<file path="config.mk">
export PLATFORM = sky130hd
export DESIGN_NAME = reorder_buffer
export DESIGN_NICKNAME = d
export VERILOG_FILES = /design/src/rtl/reorder_buffer_pkg.sv /design/src/rtl/reorder_buffer_ptr_ctrl.sv /design/src/rtl/reorder_buffer.sv
export SDC_FILE = /design/constraint.sdc
export NUM_CORES = 2
export LEC_CHECK = 0
export CAP_MARGIN = 25
export CORE_MARGIN = 10
export CORE_UTILIZATION = 51
export CTS_CLUSTER_DIAMETER = 30
export DETAILED_ROUTE_END_ITERATION = 10
export GPL_ROUTABILITY_DRIVEN = 0
export PLACE_DENSITY = 0.68
export SLEW_MARGIN = 20
export SYNTH_ARGS = -nofsm -noshare
export SYNTH_HDL_FRONTEND = slang
export SYNTH_SLANG_ARGS = --single-unit
</file>
<file path="constraint.sdc">
create_clock -name clk -period 10.1 [get_ports clk]
set_clock_uncertainty 0.05 [all_clocks]
set_input_delay 1.01 -clock clk [delete_from_list [all_inputs] [get_ports clk]]
set_output_delay 1.01 -clock clk [all_outputs]
set_load 0.05 [all_outputs]
</file>
<file path="src/rtl/reorder_buffer_pkg.sv">
// reorder_buffer_pkg
// Constants shared by the ROB stage and the reorder-buffer storage:
// exception-type encoding, register/data widths and the default ROB size.
package reorder_buffer_pkg;

    // Exception-type field; EXC_TYPE_NULL means "no exception".
    localparam int EXC_TYPE_WIDTH = 4;
    localparam logic [EXC_TYPE_WIDTH-1:0] EXC_TYPE_NULL = '0;

    // Architectural widths.
    localparam int REG_ADDR_WIDTH = 5;
    localparam int DATA_WIDTH     = 32;
    localparam int PC_WIDTH       = 32;

    // Default entry-id width (DEPTH = 2**ROB_ADDR_WIDTH).
    localparam int ROB_ADDR_WIDTH = 4;

endpackage

</file>
<file path="src/rtl/reorder_buffer_ptr_ctrl.sv">
// rob_ptr_ctrl
// Head/tail/occupancy bookkeeping for the circular reorder buffer.
// Ports:
//   clk, rst      clock, asynchronous active-high reset
//   flush         synchronous clear of all pointers (highest priority)
//   alloc         an entry is allocated at tail this cycle
//   retire        the head entry is retired this cycle
//   head, tail    entry ids, wrap modulo DEPTH
//   count         occupancy 0..DEPTH
//   full, empty   derived from count
module rob_ptr_ctrl
    import reorder_buffer_pkg::*;
#(
    parameter int ADDR_WIDTH = ROB_ADDR_WIDTH
) (
    input  logic                  clk,
    input  logic                  rst,
    input  logic                  flush,
    input  logic                  alloc,
    input  logic                  retire,
    output logic [ADDR_WIDTH-1:0] head,
    output logic [ADDR_WIDTH-1:0] tail,
    output logic [ADDR_WIDTH:0]   count,
    output logic                  full,
    output logic                  empty
);

    localparam int DEPTH = 1 << ADDR_WIDTH;

    // NOTE: sequential state uses non-blocking assignments so every register
    // samples pre-edge values regardless of process evaluation order.
    always_ff @(posedge clk or posedge rst) begin
        if (rst) begin
            head  <= '0;
            tail  <= '0;
            count <= '0;
        end else if (flush) begin
            head  <= '0;
            tail  <= '0;
            count <= '0;
        end else begin
            // Pointers wrap naturally through their ADDR_WIDTH-bit width.
            if (alloc)  tail <= tail + 1'b1;
            if (retire) head <= head + 1'b1;
            case ({alloc, retire})
                2'b10:   count <= count + 1'b1;
                2'b01:   count <= count - 1'b1;
                default: count <= count;
            endcase
        end
    end

    assign full  = (count == (ADDR_WIDTH+1)'(DEPTH));
    assign empty = (count == '0);

endmodule

</file>
<file path="src/rtl/reorder_buffer.sv">
// reorder_buffer
// Circular reorder-buffer storage behind the ROB stage. Allocates entries in
// order (the id doubles as the rename ref id), accepts out-of-order result
// write-backs, and presents the oldest entry for commit.
// Ports:
//   clk, rst                     clock, asynchronous active-high reset
//   flush                        discard all entries (next cycle empty)
//   write_en / can_write         allocate at tail / not full
//   write_addr                   id the next allocation receives
//   write_*                      fields captured on allocation
//   wb_en, wb_id, wb_data,
//   wb_exception_type            execute write-back into a valid entry
//   commit_en / can_commit       retire head / head valid and done
//   commit_*                     head entry fields (zero when empty)
//   count                        occupancy 0..DEPTH
module reorder_buffer
    import reorder_buffer_pkg::*;
#(
    parameter int ADDR_WIDTH = ROB_ADDR_WIDTH,
    parameter int EXC_WIDTH  = EXC_TYPE_WIDTH
) (
    input  logic                      clk,
    input  logic                      rst,
    input  logic                      flush,
    // allocation channel
    input  logic                      write_en,
    output logic                      can_write,
    output logic [ADDR_WIDTH-1:0]     write_addr,
    input  logic                      write_reg_write_en,
    input  logic [REG_ADDR_WIDTH-1:0] write_reg_write_addr,
    input  logic [EXC_WIDTH-1:0]      write_exception_type,
    input  logic                      write_is_delayslot,
    input  logic [PC_WIDTH-1:0]       write_pc,
    // write-back channel
    input  logic                      wb_en,
    input  logic [ADDR_WIDTH-1:0]     wb_id,
    input  logic [DATA_WIDTH-1:0]     wb_data,
    input  logic [EXC_WIDTH-1:0]      wb_exception_type,
    // commit channel
    input  logic                      commit_en,
    output logic                      can_commit,
    output logic                      commit_reg_write_en,
    output logic [REG_ADDR_WIDTH-1:0] commit_reg_write_addr,
    output logic [DATA_WIDTH-1:0]     commit_reg_write_data,
    output logic [EXC_WIDTH-1:0]      commit_exception_type,
    output logic                      commit_is_delayslot,
    output logic [PC_WIDTH-1:0]       commit_pc,
    output logic [ADDR_WIDTH:0]       count
);

    localparam int DEPTH = 1 << ADDR_WIDTH;
    localparam logic [EXC_WIDTH-1:0] EXC_NULL = EXC_WIDTH'(EXC_TYPE_NULL);

    logic [ADDR_WIDTH-1:0] head;
    logic [ADDR_WIDTH-1:0] tail;
    logic                  full;
    logic                  empty;
    logic                  alloc;
    logic                  retire;
    logic                  wb_fire;

    // Per-entry status bits.
    logic [DEPTH-1:0] valid_q;
    logic [DEPTH-1:0] done_q;

    // Per-entry payload.
    logic                      reg_we_q  [DEPTH];
    logic [REG_ADDR_WIDTH-1:0] reg_addr_q[DEPTH];
    logic [DATA_WIDTH-1:0]     data_q    [DEPTH];
    logic [EXC_WIDTH-1:0]      exc_q     [DEPTH];
    logic                      ds_q      [DEPTH];
    logic [PC_WIDTH-1:0]       pc_q      [DEPTH];

    rob_ptr_ctrl #(
        .ADDR_WIDTH(ADDR_WIDTH)
    ) u_ptr_ctrl (
        .clk   (clk),
        .rst   (rst),
        .flush (flush),
        .alloc (alloc),
        .retire(retire),
        .head  (head),
        .tail  (tail),
        .count (count),
        .full  (full),
        .empty (empty)
    );

    assign can_write  = !full;
    assign can_commit = !empty && valid_q[head] && done_q[head];
    assign write_addr = tail;

    assign alloc  = write_en && can_write;
    assign retire = commit_en && can_commit;

    // A write-back only lands in an entry valid before the edge; one aimed at
    // the head being retired this cycle is dropped. The slot being allocated
    // is never valid pre-edge, so alloc and wb never hit the same entry.
    assign wb_fire = wb_en && valid_q[wb_id] && !(retire && (wb_id == head));

    always_ff @(posedge clk or posedge rst) begin
        if (rst) begin
            valid_q <= '0;
            done_q  <= '0;
        end else if (flush) begin
            valid_q <= '0;
            done_q  <= '0;
        end else begin
            if (wb_fire) begin
                done_q[wb_id] <= 1'b1;
            end
            if (retire) begin
                valid_q[head] <= 1'b0;
                done_q[head]  <= 1'b0;
            end
            if (alloc) begin
                valid_q[tail] <= 1'b1;
                // A decode-time exception needs no result before commit.
                done_q[tail]  <= (write_exception_type != EXC_NULL);
            end
        end
    end

    // NOTE: the payload array carries no reset; an entry is only observed
    // after it has been allocated, and the commit fields are forced to zero
    // while the buffer is empty, so stale contents are never visible.
    always_ff @(posedge clk) begin
        if (!flush) begin
            if (alloc) begin
                reg_we_q[tail]   <= write_reg_write_en;
                reg_addr_q[tail] <= write_reg_write_addr;
                data_q[tail]     <= '0;
                exc_q[tail]      <= write_exception_type;
                ds_q[tail]       <= write_is_delayslot;
                pc_q[tail]       <= write_pc;
            end
            if (wb_fire) begin
                data_q[wb_id] <= wb_data;
                // Execute-time exceptions override; NULL keeps the decode one.
                if (wb_exception_type != EXC_NULL) begin
                    exc_q[wb_id] <= wb_exception_type;
                end
            end
        end
    end

    // NOTE: every output of this always_comb gets a default first, so no path
    // leaves a value unassigned and no latch is inferred.
    always_comb begin
        commit_reg_write_en   = 1'b0;
        commit_reg_write_addr = '0;
        commit_reg_write_data = '0;
        commit_exception_type = '0;
        commit_is_delayslot   = 1'b0;
        commit_pc             = '0;
        if (!empty) begin
            commit_reg_write_en   = reg_we_q[head];
            commit_reg_write_addr = reg_addr_q[head];
            commit_reg_write_data = data_q[head];
            commit_exception_type = exc_q[head];
            commit_is_delayslot   = ds_q[head];
            commit_pc             = pc_q[head];
        end
    end

endmodule

</file>
# Word level (Yosys, flattened, before mapping)
# Memories as Yosys holds them, arrays and structs flattened.
# Cells that the tools add are included.
# totals
reg_bits	45
ram_bits	1200
memories	6
# op_classes
add_sub_neg	4
n_lt_le_gt_ge	6
eq_ne	4
mux	45
bitwise_logic	5
reduce_logical	19
# memory_table
name	depth	width	read_ports	rd_ports_with_merged_regs	write_ports	line_no	text
data_q	16	32	1	0	2	reorder_buffer.sv:69	logic [DATA_WIDTH-1:0] data_q [DEPTH];
pc_q	16	32	1	0	1	reorder_buffer.sv:72	logic [PC_WIDTH-1:0] pc_q [DEPTH];
reg_addr_q	16	5	1	0	1	reorder_buffer.sv:68	logic [REG_ADDR_WIDTH-1:0] reg_addr_q[DEPTH];
exc_q	16	4	1	0	2	reorder_buffer.sv:70	logic [EXC_WIDTH-1:0] exc_q [DEPTH];
ds_q	16	1	1	0	1	reorder_buffer.sv:71	logic ds_q [DEPTH];
reg_we_q	16	1	1	0	1	reorder_buffer.sv:67	logic reg_we_q [DEPTH];
# ops
operator	n
$mux 16	10
$mux 32	2
$and 16x16->16	2
$or 16x16->16	2
$mux 4	5
$mux 1	18
$bwmux 16	1
$not 16->16	1
$lt 4x5->1 const B	3
$bmux 1 s4	3
$demux 1 s4	3
$ge 4x1->1 const B	3
$logic_and 1x1->1	10
$mux 5	2
$pmux 5 s2	1
$add 4x1->4 const B	2
$reduce_bool 4->1	2
$add 5x1->5 const B	1
$eq 5x5->1 const B	1
$logic_not 5->1	1
$sub 5x1->5 const B	1
$eq 4x4->1	1
$reduce_bool 2->1	2
$logic_not 1->1	3
other kinds (3)	3

# Longest topological paths before layout
# logic_depth
word_depth	16
depth_mapped	14

# Cells and area by module
# A second synthesis with hierarchy kept.
# hier_totals
hier_cells	3100
hier_area_um2	53466.3
# modules_own_cells
module	instances	cells_each	area_each_um2	seq_area_each_um2
reorder_buffer	1	3024	52701.8	36835.3
rob_ptr_ctrl	1	76	764.5	325.3

# Worst setup path after synthesis
# OpenSTA, ideal clock, no wires.
# synth_timing
kind	reg-to-reg
from	reg u_ptr_ctrl.count[1]
to	mem data_q[14][0] (enable)
setup_ns	0.390
arrival_time_ns	4.538
t_required_ns	9.660
slack_ns	5.122
path_stages_with_launch	8
n_path_buf	2
synth_period_minus_slack_ns	4.978
path_cell_list	dfrtp_1 > clkbuf_1 > nor4_1 > a21boi_0 > clkbuf_1 > nand2_1 > nor2_1 > or2_1
# synth_rtl
element	line_no	text
from (decl)	reorder_buffer_ptr_ctrl.sv:23	output logic [ADDR_WIDTH:0] count,
from (signal assigned)	reorder_buffer_ptr_ctrl.sv:46	2'b10: count <= count + 1'b1;
from (signal assigned)	reorder_buffer_ptr_ctrl.sv:47	2'b01: count <= count - 1'b1;
from (signal assigned)	reorder_buffer_ptr_ctrl.sv:48	default: count <= count;
to (decl)	reorder_buffer.sv:69	

# Final worst setup path
# layout_timing
from	reg u_ptr_ctrl.head[0]
to	out commit_reg_write_data[21]
# layout_via
elab_chain_cells	2
# layout_rtl
element	line_no	text
from (decl)	reorder_buffer_ptr_ctrl.sv:21	output logic [ADDR_WIDTH-1:0] head,
from (signal assigned)	reorder_buffer_ptr_ctrl.sv:44	if (retire) head <= head + 1'b1;
$mem_v2 16x32	--	
$mux 32	reorder_buffer.sv:156	if (!empty) begin
to (decl)	reorder_buffer.sv:44	output logic [DATA_WIDTH-1:0] commit_reg_write_data,
# Every way passes these cells.

==> flow_summary.ini <==
[synth]
syn_inst = 2874
synth.most_common_cell = edfxtp_1
seq_area_frac_synth = 0.696
synth_area_per_cell_um2 = 18.6
synth-edff-count = 1200
yosys_warnings = 0
synthFlopType = edfxtp_1
synth_commonest_cells = edfxtp_1 (1,200), and2_1 (519), mux4_2 (384)
yosys.area.top_type_share = 0.675
syn_nets = 2973
ys_async_sr_fraction = 0.0361
ys_ff_latch = 1245
ys_top_cells_by_area = edfxtp_1 (68%), mux4_2 (16%), and2_1 (6.1%)
yosysTopAreaCell = edfxtp_1
syn_area_um2 = 53400
ys_types = 57

[cts]
post_cts_resized = 0
postCtsSetupRepairBufs = 0
cts_tree = yes
cts_root_buf = clkbuf_16
htreeDepth = 4
cts.clk_slew.worst_paths_ps = 40
clk_path_buf_depth = 3
clkLatencyLatePin_ps = 810
cts_hold_buf = 0
clock-sinks = 1245
numCtsBuffers = 240

[worst_setup_path]
worst_r2r_startpoint = u_ptr_ctrl.head[0]$_DFFE_PP0P_
cp_cell_sequence = buf_12 > buf_4 > mux4_2 > mux4_2 > nor2b_1 > clkdlybuf4s50_1
r2r_end = data_q[6][10]$_SDFFCE_PN0P_
cp_common_cell = mux4_2
worst_ep_arrival_time_ps = 5500
rrSetupSlack_ps = 4480
crit_cells = 6
crit_start = u_ptr_ctrl.head[0]$_DFFE_PP0P_
cpPeakStageDelay_ps = 860
cp_max_fo = 107
criticalPathCategory = reg2out
critPathBufInv = 3
cp_top_family = buffers and inverters
slowest_stage = buf_4
cp-start-kind = flop
required_ps = 9040
endpoint_kind = primary output
r2r_cells = 9

[status]
status = completed

[sta]
fin_setup_tns_ps = 0
worst_pin_slew_ps = 1240
grt_setup_unrepaired = false
max_freq_mhz = 152
hold_violations = 0
period_minus_slack_ps = 6560
max_slew_margin = 0.172
whs_ps = 509
fin_crit_sh = 0.650
setup_viol = 0
maxSlewViolCount = 0

[place]
io_buffers = 174
hpwlAfterDp_mm = 72.5

[power_and_ir_drop]
leakage_nw = 22.0
powerDensity_nw_per_um2 = 223
pwr-share-clk = 0.574
p_sw_frac = 0.214
power.share.combinational = 0.037
seqPwrFrac = 0.389
vdd_ir_drop_max_mv = 0.168
p_int_w = 0.0115
switching_power_w = 0.00313

[global_routing]
grt_max_degree = 152
track_usage = 0.242
gr-total-overflow = 0
grt_pass1_vias = 30700
antenna_found_initial = 13
grt_pass1_wl_mm = 209

[hold_path]
whs_path_depth = 2
hold_path.class = reg2reg
holdPathEnd = valid_q[15]$_DFF_PP0_
min-delay-start = valid_q[15]$_DFF_PP0_

[drt]
first_pass_iters = 5
wirelength_mm = 142
via_per_inst = 6.11
wl_per_cell_um = 29.9
drc = 0
drtIter0Drc = 3093
vias = 29000
ant_nets = 0

[die]
core_um2 = 104000
dieArea_um2 = 118000
initial_core_util = 0.515
die_w_um = 343
row_count = 118
pin_count = 175
dieHeight_um = 343

[job]
maxCapViolations = 0

[finish]
synthToLayoutAreaGrowth_pct = 22.8
post_route_cells_drive_above_1_share = 0.295
nets = 3251
worst register-to-register path: cells and delay by family (launching register included):
kind,cells,cell delay (ps)
buf+inv,3,1310
flops,1,840
mux,1,690
simple gates,5,2430
power groups by stage:
stage | clock (W) | combinational (W) | sequential, W
after floorplan | 0 | 0.000298 | 0.00579
after global placement | 0 | 0.000529 | 0.00578
after detailed placement | 0 | 0.000541 | 0.00579
after CTS | 0.00847 | 0.000543 | 0.00569
after global routing | 0.00874 | 0.000570 | 0.00569
final | 0.00839 | 0.000540 | 0.00569
layer usage:
metal,track usage,vias to the layer above,share of wire
met4,0.0879,20,0.031
met1,0.309,15300,0.38
li1,-,12000,-
met3,0.0555,321,0.083
met5,0,-,0.0010
met2,0.406,1448,0.51
registers in the layout (all words and copies together) (netlist names):
name,cells
u_ptr_ctrl.count,5
done_q,16
pc_q,512
u_ptr_ctrl.tail,4
reg_addr_q,80
valid_q,16
u_ptr_ctrl.head,4
exc_q,64
ds_q,16
reg_we_q,16
data_q,512
through the flow:
| stage | util | setup WS, ps | power (W) | cells | area (um^2) |
|---|---|---|---|---|---|
| CTS | 0.631 | 3530 | 0.0147 | 4747 | 65400 |
| global route | 0.632 | 3290 | 0.0150 | 4751 | 65500 |
| floorplan | - | 5120 | 0.00608 | 2874 | 53400 |
| detailed placement | 0.547 | 4260 | 0.00633 | 4287 | 56700 |
| global placement | 0.547 | 4350 | 0.00631 | 4286 | 56700 |
| finish | 0.632 | 3540 | 0.0146 | 4753 | 65500 |
layout make-up:
| class | instances | area [um^2] |
|---|---|---|
| Antenna cell | 3 | 7.51 |
| Clock buffer | 266 | 6210 |
| Clock inverter | 194 | 2490 |
| Fill cell | 7118 | 38100 |
| Inverter | 33 | 124 |
| Multi-Input combinational cell | 1384 | 15400 |
| Sequential cell | 1245 | 37200 |
| Tap cell | 1380 | 1730 |
| Timing Repair Buffer | 248 | 2400 |
cell families (layout without fill, tap and decap cells):
kind of cell,count (synthesis),in the layout,synth area share
other,0,3,0
adder cells (fa/ha/maj),10,10,0.00234
AND/OR/NAND/NOR,808,808,0.0912
AO/OA/AOI/OAI,115,115,0.0158
multiplexers,440,440,0.174
buffers and inverters,245,741,0.0188
flip-flops,1245,1245,0.696
XOR/XNOR,11,11,0.00181
layout by cell type (no fill, tap or decap), types with 16 or more instances in the layout:
| cell | n |
|---|---|
| or2_2 | 16 |
| clkinv_1 | 32 |
| nor2_1 | 25 |
| mux4_2 | 384 |
| clkbuf_1 | 21 |
| o21ai_0 | 17 |
| a31oi_1 | 18 |
| o2bb2ai_1 | 16 |
| inv_1 | 23 |
| clkinvlp_4 | 23 |
| dfrtp_1 | 41 |
| edfxtp_1 | 1200 |
| bufinv_16 | 46 |
| inv_6 | 23 |
| clkbuf_16 | 245 |
| mux2_1 | 21 |
| mux2_2 | 29 |
| buf_4 | 68 |
| clkdlybuf4s50_1 | 174 |
| o31ai_1 | 17 |
| clkinv_2 | 38 |
| and2_1 | 519 |
| nand2_1 | 54 |
| nor2b_1 | 82 |
| a31o_2 | 16 |
worst max path at each step:
stage | slack (ps) | end
5_1_grt | 3290 | commit_reg_write_data[21]
6_report | 3540 | commit_reg_write_data[21]
4_1_cts | 3530 | commit_reg_write_data[21]
3_5_place_dp | 4260 | data_q[6][8]$_SDFFCE_PN0P_
3_3_place_gp | 4350 | commit_reg_write_data[6]
2_1_floorplan | 5120 | data_q[14][0]$_SDFFCE_PN0P_
No activity file was read; power rests on OpenSTA's default activity.
